<file path="src/rtl/uart_delay_cmd_packer.sv">
// uart_delay_cmd_packer: queues delay-RAM write requests and packs each one
// into a 64-bit UART_RX_DATA frame, handing frames to UART_TX_DATA one per
// transfer with an acknowledge timeout and an enforced inter-frame gap.
module uart_delay_cmd_packer #(
  parameter int FIFO_DEPTH  = 4,
  parameter int GAP_CYCLES  = 20,
  parameter int ACK_TIMEOUT = 15
) (
  input  logic        I_clk_10M,
  input  logic        I_rst,
  input  logic        I_wr_vld,
  output logic        O_wr_rdy,
  input  logic [4:0]  I_awg_id,
  input  logic [1:0]  I_port,
  input  logic [10:0] I_addr,
  input  logic [23:0] I_delay,
  output logic [63:0] O_UART_DATA,
  output logic        O_UART_DATA_VLD,
  input  logic        I_tx_ready,
  output logic        O_busy,
  output logic [15:0] O_frame_cnt,
  output logic        O_tx_err
);

  localparam int            PW       = $clog2(FIFO_DEPTH);
  localparam int            CW       = PW + 1;
  localparam logic [CW-1:0] FULL_CNT = CW'(FIFO_DEPTH);
  localparam logic [15:0]   ACK_LAST = 16'(ACK_TIMEOUT - 1);
  localparam logic [15:0]   GAP_LAST = 16'(GAP_CYCLES - 1);
  localparam logic [7:0]    SYNC     = 8'hA5;

  typedef enum logic [2:0] {
    S_IDLE      = 3'd0,
    S_LOAD      = 3'd1,
    S_SEND      = 3'd2,
    S_WAIT_LOW  = 3'd3,
    S_WAIT_HIGH = 3'd4,
    S_GAP       = 3'd5
  } state_t;

  // XOR of every frame byte except the checksum byte itself.
  function automatic logic [7:0] f_checksum(input logic [63:0] frame);
    f_checksum = frame[63:56] ^ frame[55:48] ^ frame[47:40] ^ frame[39:32]
               ^ frame[23:16] ^ frame[15:8]  ^ frame[7:0];
  endfunction

  // Queue entry {awg_id, port, addr, delay} -> wire frame.
  function automatic logic [63:0] f_pack(input logic [41:0] entry);
    logic [63:0] frame;
    frame = {SYNC, entry[41:37], entry[36:35], 6'd0, entry[34:24], 8'd0, entry[23:0]};
    frame[31:24] = f_checksum(frame);
    f_pack = frame;
  endfunction

  state_t        r_state;
  state_t        w_state_nxt;
  logic [41:0]   r_mem [FIFO_DEPTH];
  logic [PW-1:0] r_wr_ptr;
  logic [PW-1:0] r_rd_ptr;
  logic [CW-1:0] r_count;
  logic [CW-1:0] w_count_nxt;
  logic [15:0]   r_cnt;
  logic          r_wr_rdy;
  logic [63:0]   r_data;
  logic          r_vld;
  logic          r_busy;
  logic [15:0]   r_frame_cnt;
  logic          r_tx_err;
  logic          w_push;
  logic          w_pop;
  logic          w_fire;
  logic          w_timeout;

  // O_wr_rdy is the registered "not full", so a pop in the same cycle never lets a full queue accept.
  assign w_push      = I_wr_vld & r_wr_rdy;
  assign w_count_nxt = r_count + CW'(w_push) - CW'(w_pop);

  assign O_wr_rdy        = r_wr_rdy;
  assign O_UART_DATA     = r_data;
  assign O_UART_DATA_VLD = r_vld;
  assign O_busy          = r_busy;
  assign O_frame_cnt     = r_frame_cnt;
  assign O_tx_err        = r_tx_err;

  // Next-state and per-cycle strobes. LOAD already samples I_tx_ready so the
  // registered VLD can rise on the same edge that loads the frame; SEND is the
  // holding state while UART_TX_DATA is not ready.
  always_comb begin
    w_state_nxt = r_state;
    w_pop       = 1'b0;
    w_fire      = 1'b0;
    w_timeout   = 1'b0;
    case (r_state)
      S_IDLE: begin
        if (r_count != {CW{1'b0}}) begin
          w_state_nxt = S_LOAD;
        end else begin
          w_state_nxt = S_IDLE;
        end
      end
      S_LOAD: begin
        w_pop = (r_count != {CW{1'b0}});
        if (I_tx_ready) begin
          w_fire      = 1'b1;
          w_state_nxt = S_WAIT_LOW;
        end else begin
          w_state_nxt = S_SEND;
        end
      end
      S_SEND: begin
        if (I_tx_ready) begin
          w_fire      = 1'b1;
          w_state_nxt = S_WAIT_LOW;
        end else begin
          w_state_nxt = S_SEND;
        end
      end
      S_WAIT_LOW: begin
        if (!I_tx_ready) begin
          w_state_nxt = S_WAIT_HIGH;
        end else if (r_cnt == ACK_LAST) begin
          w_timeout   = 1'b1;
          w_state_nxt = S_GAP;
        end else begin
          w_state_nxt = S_WAIT_LOW;
        end
      end
      S_WAIT_HIGH: begin
        if (I_tx_ready) begin
          w_state_nxt = S_GAP;
        end else begin
          w_state_nxt = S_WAIT_HIGH;
        end
      end
      S_GAP: begin
        if (r_cnt == GAP_LAST) begin
          w_state_nxt = S_IDLE;
        end else begin
          w_state_nxt = S_GAP;
        end
      end
      default: begin
        w_state_nxt = S_IDLE;
      end
    endcase
  end

  // Queue storage; contents need no reset because the pointers are flushed.
  always_ff @(posedge I_clk_10M) begin
    if (w_push) begin
      r_mem[r_wr_ptr] <= {I_awg_id, I_port, I_addr, I_delay};
    end
  end

  // State register, queue pointers, dwell counter and all registered outputs.
  always_ff @(posedge I_clk_10M) begin
    if (I_rst) begin
      r_state     <= S_IDLE;
      r_wr_ptr    <= {PW{1'b0}};
      r_rd_ptr    <= {PW{1'b0}};
      r_count     <= {CW{1'b0}};
      r_cnt       <= 16'd0;
      r_wr_rdy    <= 1'b0;
      r_data      <= 64'd0;
      r_vld       <= 1'b0;
      r_busy      <= 1'b0;
      r_frame_cnt <= 16'd0;
      r_tx_err    <= 1'b0;
    end else begin
      r_state <= w_state_nxt;
      if (w_push) begin
        r_wr_ptr <= r_wr_ptr + PW'(1);
      end
      if (w_pop) begin
        r_rd_ptr <= r_rd_ptr + PW'(1);
        r_data   <= f_pack(r_mem[r_rd_ptr]);
      end
      r_count <= w_count_nxt;
      // Dwell counter restarts on every state change; only WAIT_LOW and GAP look at it.
      if (w_state_nxt != r_state) begin
        r_cnt <= 16'd0;
      end else begin
        r_cnt <= r_cnt + 16'd1;
      end
      r_wr_rdy    <= (w_count_nxt != FULL_CNT);
      r_vld       <= w_fire;
      r_busy      <= (w_state_nxt != S_IDLE) || (w_count_nxt != {CW{1'b0}});
      r_frame_cnt <= r_frame_cnt + {15'd0, w_fire};
      r_tx_err    <= r_tx_err | w_timeout;
    end
  end

endmodule

</file>
<file path="config.mk">
export PLATFORM = sky130hd
export DESIGN_NAME = uart_delay_cmd_packer
export DESIGN_NICKNAME = d
export VERILOG_FILES = /design/src/rtl/uart_delay_cmd_packer.sv
export SDC_FILE = /design/constraint.sdc
export NUM_CORES = 1
export LEC_CHECK = 0
export ABC_AREA = 1
export CORE_AREA = 4 4 164 166
export CTS_BUF_LIST = sky130_fd_sc_hd__clkbuf_4 sky130_fd_sc_hd__clkbuf_8
export CTS_CLUSTER_DIAMETER = 60
export CTS_CLUSTER_SIZE = 14
export DETAILED_ROUTE_END_ITERATION = 12
export DIE_AREA = 0 0 168 170
export GPL_TIMING_DRIVEN = 0
export HOLD_SLACK_MARGIN = 0.08
export PLACE_DENSITY = 0.65
export REMOVE_ABC_BUFFERS = 1
export SYNTH_ARGS = -nofsm -noshare
export SYNTH_HDL_FRONTEND = slang
export SYNTH_SLANG_ARGS = --single-unit
</file>
<file path="constraint.sdc">
create_clock -name I_clk_10M -period 5.7 [get_ports I_clk_10M]
set_input_delay 1.14 -clock I_clk_10M [delete_from_list [all_inputs] [get_ports I_clk_10M]]
set_output_delay 1.14 -clock I_clk_10M [all_outputs]
set_load 0.02 [all_outputs]
</file>
### Yosys cells after proc, flatten, opt, wreduce, memory -nomap -nowiden

Memory sizes are Yosys's and may differ from the RTL's. A register that Yosys moved wholly into a read port is not among the register bits.
Index checks and enable logic that the tools add are counted.
Widths: inputs -> output; s select.

| storage, ports and cells | value |
|---|---|
| bits of input ports | 46 |
| logic and storage cells | 59 |
| output and inout bits | 84 |
| bits in writable memories | 168 |
| memories | 1 |
| flip-flop bits (word level) | 97 |

| cells by class | value |
|---|---|
| equality and inequality tests | 9 |
| bitwise logic cells | 8 |
| muxes and demuxes | 17 |
| $add $sub $neg | 6 |
| reduce and logical (&&, ||, !) cells | 7 |

Memory list:

| name | words | width | rd ports | clocked after memory_dff | write ports | line | source |
|---|---|---|---|---|---|---|---|
| r_mem | 4 | 42 | 1 | 1 | 1 | 57 | `logic [41:0] r_mem [FIFO_DEPTH];` |

Operators with widths:

| cell | count |
|---|---|
| $xor 8x8->8 | 4 |
| $add 16x1->16 | 1 |
| $add 16x1->16 const B | 1 |
| $eq 16x4->1 const B | 1 |
| $eq 16x5->1 const B | 1 |
| $pmux 3 s5 | 1 |
| $mux 1 | 11 |
| $mux 3 | 3 |
| $reduce_bool 3->1 | 3 |
| $xor 8x3->8 | 1 |
| $eq 3x2->1 const B | 2 |
| $eq 3x3->1 const B | 2 |
| $add 2x1->2 const B | 2 |
| $mux 2 | 2 |
| $not 4->4 | 1 |
| $reduce_or 2->1 | 2 |
| $add 3x1->3 | 1 |
| $eq 3x1->1 const B | 1 |
| $logic_not 3->1 | 1 |
| $ne 3x3->1 | 1 |
| $ne 3x3->1 const B | 1 |
| $sub 3x1->3 | 1 |
| $and 1x1->1 | 1 |
| $logic_or 1x1->1 | 1 |
| $or 1x1->1 | 1 |

### Logic depth before layout (Yosys ltp)

| depth | value |
|---|---|
| word-level depth | 6 |
| gate-level depth with buffers | 16 |

### Worst setup path before layout

Ideal clock, no wire load.

| timing path | value |
|---|---|
| path type | in2reg |
| from | in I_wr_vld |
| to | mem r_mem[0][0], enable pin |
| cell stages on the path | 2 |
| path buffers | 0 |
| path slack | 2.170 ns |
| setup time | 0.442 ns |
| required time | 5.258 ns |
| arrival | 3.088 ns |
| cell sequence | nand2_1 -> nor2_1 |

| between the ends | value |
|---|---|
| word-level cells in the longest chain between the ends | 3 |

Ends and longest elaborated chain:

| item | line | source |
|---|---|---|
| from (decl) | 11 | `input logic I_wr_vld,` |
| $and 1x1->1 | 75 | `assign w_push = I_wr_vld & r_wr_rdy;` |
| $mux 1 | 150 | `if (w_push) begin` |
| $mux 1 (implied by the code) | 151 | `r_mem[r_wr_ptr] <= {I_awg_id, I_port, I_addr, I_delay};` |
| to (decl) | 57 |  |

No other way between the ends.

### Final worst setup path

| timing path | value |
|---|---|
| from | in I_wr_vld |
| to | reg r_busy (netlist: O_busy) |

| between the ends | value |
|---|---|
| word-level cells in the longest chain between the ends | 5 |

Ends and longest elaborated chain:

| item | line | source |
|---|---|---|
| $and 1x1->1 | 75 |  |
| $add 3x1->3 | 76 | `assign w_count_nxt = r_count + CW'(w_push) - CW'(w_pop);` |
| $sub 3x1->3 | 76 |  |
| $reduce_bool 3->1 | 187 | `r_busy <= (w_state_nxt != S_IDLE) \|\| (w_count_nxt != {CW{1'b0}});` |
| $logic_or 1x1->1 | 187 |  |
| to (signal assigned) | 187 |  |
| to (decl) | 66 | `logic r_busy;` |

No other way between the ends.
A chain may end at the register's enable or synchronous reset.

==> results.sh <==
export IMPL_clkTransAtPathRegs_ns=0.09
export IMPL_worstReg2RegStart="r_state[0]"
export IMPL_synthCells=1189
export IMPL_status="finished clean"
export IMPL_ys_warn_count=0
export IMPL_hold_end="O_tx_err"
export IMPL_peakVddDrop_v=0.000281
export IMPL_dp_cells=1599
export IMPL_critPathRequiredTime_ns=6.15
export IMPL_drtIter0Drc=465
export IMPL_grt_max_degree=80
export IMPL_yosysSeqAreaShare=0.624
export IMPL_hold_depth=2
export IMPL_hold_class="register to register"
export IMPL_crit_slowest_cell="clkdlybuf4s50_1"
export IMPL_final_common_cell="nand2_1"
export IMPL_slew_viol_final=0
export IMPL_drv_cap=0
export IMPL_dieWidth_um=168
export IMPL_ys_types=34
export IMPL_finalCritPeriodShare=0.557
export IMPL_rows=59
export IMPL_finalCriticalPeriod_ns=3.18
export IMPL_htreeDepth=1
export IMPL_cts_root_buf="clkbuf_8"
export IMPL_worst_slew_pin_slew_ns=1.28
export IMPL_cts_tree="yes"
export IMPL_path_delay_family="adder cells"
export IMPL_cts_made_buffers=25
export IMPL_diodes=0
export IMPL_layout_common_cells="nand2_1 (365), edfxtp_1 (168), clkdlybuf4s50_1 (119)"
export IMPL_clock_skew_ns=0.0158
export IMPL_min_from="O_tx_err"
export IMPL_hold_violations=0
export IMPL_routabilityCongestion=0.849
export IMPL_dieArea_sq_um=28600
export IMPL_cp_slowest_stage_delay_ns=0.46
export IMPL_fin_hold_ws_ns=0.453
export IMPL_grt_pass1_wl_mm=37.1
export IMPL_cts_max_path_buffers=3
export IMPL_r2r_end="O_busy"
export IMPL_relSlewSlack=0.147
export IMPL_rrSetupSlack_ns=2.73
export IMPL_dp_hpwl_mm=14.4
export IMPL_path_class="input port to register"
export IMPL_post_layout_nonfiller_instances=1643
export IMPL_rsz0062_at_grt="no"
export IMPL_fp_coreArea_sq_um=25600
export IMPL_fmax_mhz=315
export IMPL_fillers=2285
export IMPL_routedWlPerCell_um=13.9
export IMPL_synthesis_area_sq_um=11300
export IMPL_route_vias_total=7957
export IMPL_drtPass1Iterations=7
export IMPL_clock_sinks=267
export IMPL_num_nets_final=1348
export IMPL_avgViaCountPerCell=4.84
export IMPL_arrival_ns=3.63
export IMPL_cp_start_kind="input port"
export IMPL_drc=0
export IMPL_drive_gt1_frac=0.0558
export IMPL_die_height_um=170
export IMPL_antenna_found_initial=1
export IMPL_finalSetupViolCount=0
export IMPL_ys_ff_latch=267
export IMPL_grt_overflow=0
export IMPL_postCtsHoldBufs=0
export IMPL_start_util=0.440
export IMPL_path_buf_inv=2
export IMPL_wl_mm=22.8
export IMPL_crit_path_cell_trace="clkdlybuf4s50_1, nand2_1, ha_1, inv_1, ha_1, fa_1, xor2_1, xor2_1, o21ai_0, nand2_1, nor2_1, nand2_1"
export IMPL_ant_nets=0
export IMPL_p_total_mw=5.01
export IMPL_reg2regPathDepth=14
export IMPL_startpoint="I_wr_vld"
export IMPL_crit_fanout=9
export IMPL_cp_common_cell="nand2_1"
export IMPL_clock_latency_ns=0.55
export IMPL_cts_resized=0
export IMPL_p_leak_nw=5.15
export IMPL_cts_setup_buffers=0
export IMPL_io_pins=130
export IMPL_p_per_area_nw_per_um2=378
export IMPL_grt_pass1_vias=7511
export IMPL_area_delta_synth_final_pct=17.6
export IMPL_port_buffer_count=119
export IMPL_setup_worst_path_end_class="register"
export IMPL_syn_area_per_cell_sq_um=9.47
export IMPL_grt_total_usage=0.158
-- worst max path at each step --
stage / slack [ns] / depth (start not counted) / end
2_1_floorplan: 1.58 / 14 / O_busy
3_3_place_gp: -0.22 / 11 / O_UART_DATA[25]
3_5_place_dp: 1.95 / 12 / O_busy
4_1_cts: 2.57 / 12 / O_busy
5_1_grt: 2.42 / 12 / O_busy
6_report: 2.52 / 12 / O_busy
-- power by group --
group | total (mW) | internal [mW] | switching [mW]
logic | 1.41 | 0.528 | 0.880
clock network | 1.20 | 0.563 | 0.639
registers | 2.40 | 2.29 | 0.109
-- metrics by stage --
step	TNS (ns)	setup slack, ns	instance area [sq um]	utilization
after global placement	-1.45	-0.220	12500	0.488
after detailed placement	0	1.95	12700	0.497
after global routing	0	2.42	13200	0.517
final	0	2.52	13200	0.517
after CTS	0	2.57	13200	0.517
after floorplan	0	1.58	10900	-
-- cells by family (layout without fill, tap and decap cells) --
logic type / count (synthesis) / after routing / share of synthesized area
compound gates: 160 / 160 / 0.0733
xor+xnor: 12 / 12 / 0.00933
fa+ha+maj: 11 / 11 / 0.0129
buf+inv: 174 / 284 / 0.0742
flops: 267 / 267 / 0.624
other cells: 1 / 10 / 0.000333
simple gates: 564 / 564 / 0.206
-- registers in the layout, indices dropped and copies added (netlist names), named ones only --
name,cells
r_mem,168
O_UART_DATA,51
O_frame_cnt,16
r_cnt,16
r_count,3
r_state,3
r_rd_ptr,2
r_wr_ptr,2
O_UART_DATA_VLD,1
O_busy,1
O_tx_err,1
O_wr_rdy,1
-- worst min-delay path: cells and delay by family, from the launching register on --
kind,cells,cell delay [ns]
AO/OA/AOI/OAI,1,0.05
flip-flops,1,0.32
buffers and inverters,1,0.04
-- cell usage after synthesis (all sizes together) --
cell / instances / area, sq um
nand2: 365 / 1370
edfxtp: 168 / 5040
inv: 112 / 420
nand3: 102 / 515
dfxtp: 99 / 1980
o21ai: 84 / 420
a21oi: 70 / 358
nor2: 69 / 259
buf: 51 / 374
clkbuf: 11 / 41.3
ha: 10 / 125
nand4: 10 / 62.6
xor2: 10 / 87.6
nor3: 8 / 40.0
nor4: 5 / 37.5
a31oi: 3 / 18.8
nor3b: 2 / 15.0
or2: 2 / 12.5
xnor2: 2 / 17.5
and2: 1 / 6.26
conb: 1 / 3.75
fa: 1 / 20.0
o211ai: 1 / 12.5
o221ai: 1 / 8.76
o31ai: 1 / 7.51
-- final cells by class --
cell class | instances | area (sq um) | area share
Sequential cell | 267 | 7030 | 0.531
Multi-Input combinational cell | 757 | 3470 | 0.262
Timing Repair Buffer | 128 | 1380 | 0.104
Clock buffer | 37 | 453 | 0.0342
Inverter | 112 | 420 | 0.0317
Tap cell | 335 | 419 | 0.0316
Clock inverter | 7 | 72.6 | 0.00548
-- layer usage --
metal / part of all wire / up-vias / track usage / routed length (um)
li1: - / 4121 / - / -
met2: 0.48 / 145 / 0.277 / 10900
met1: 0.45 / 3652 / 0.202 / 10200
met5: 0.00053 / - / 0 / 12
met4: 0.019 / 2 / 0.0360 / 422
met3: 0.054 / 37 / 0.0337 / 1240
(Power assumes the default switching activity.)
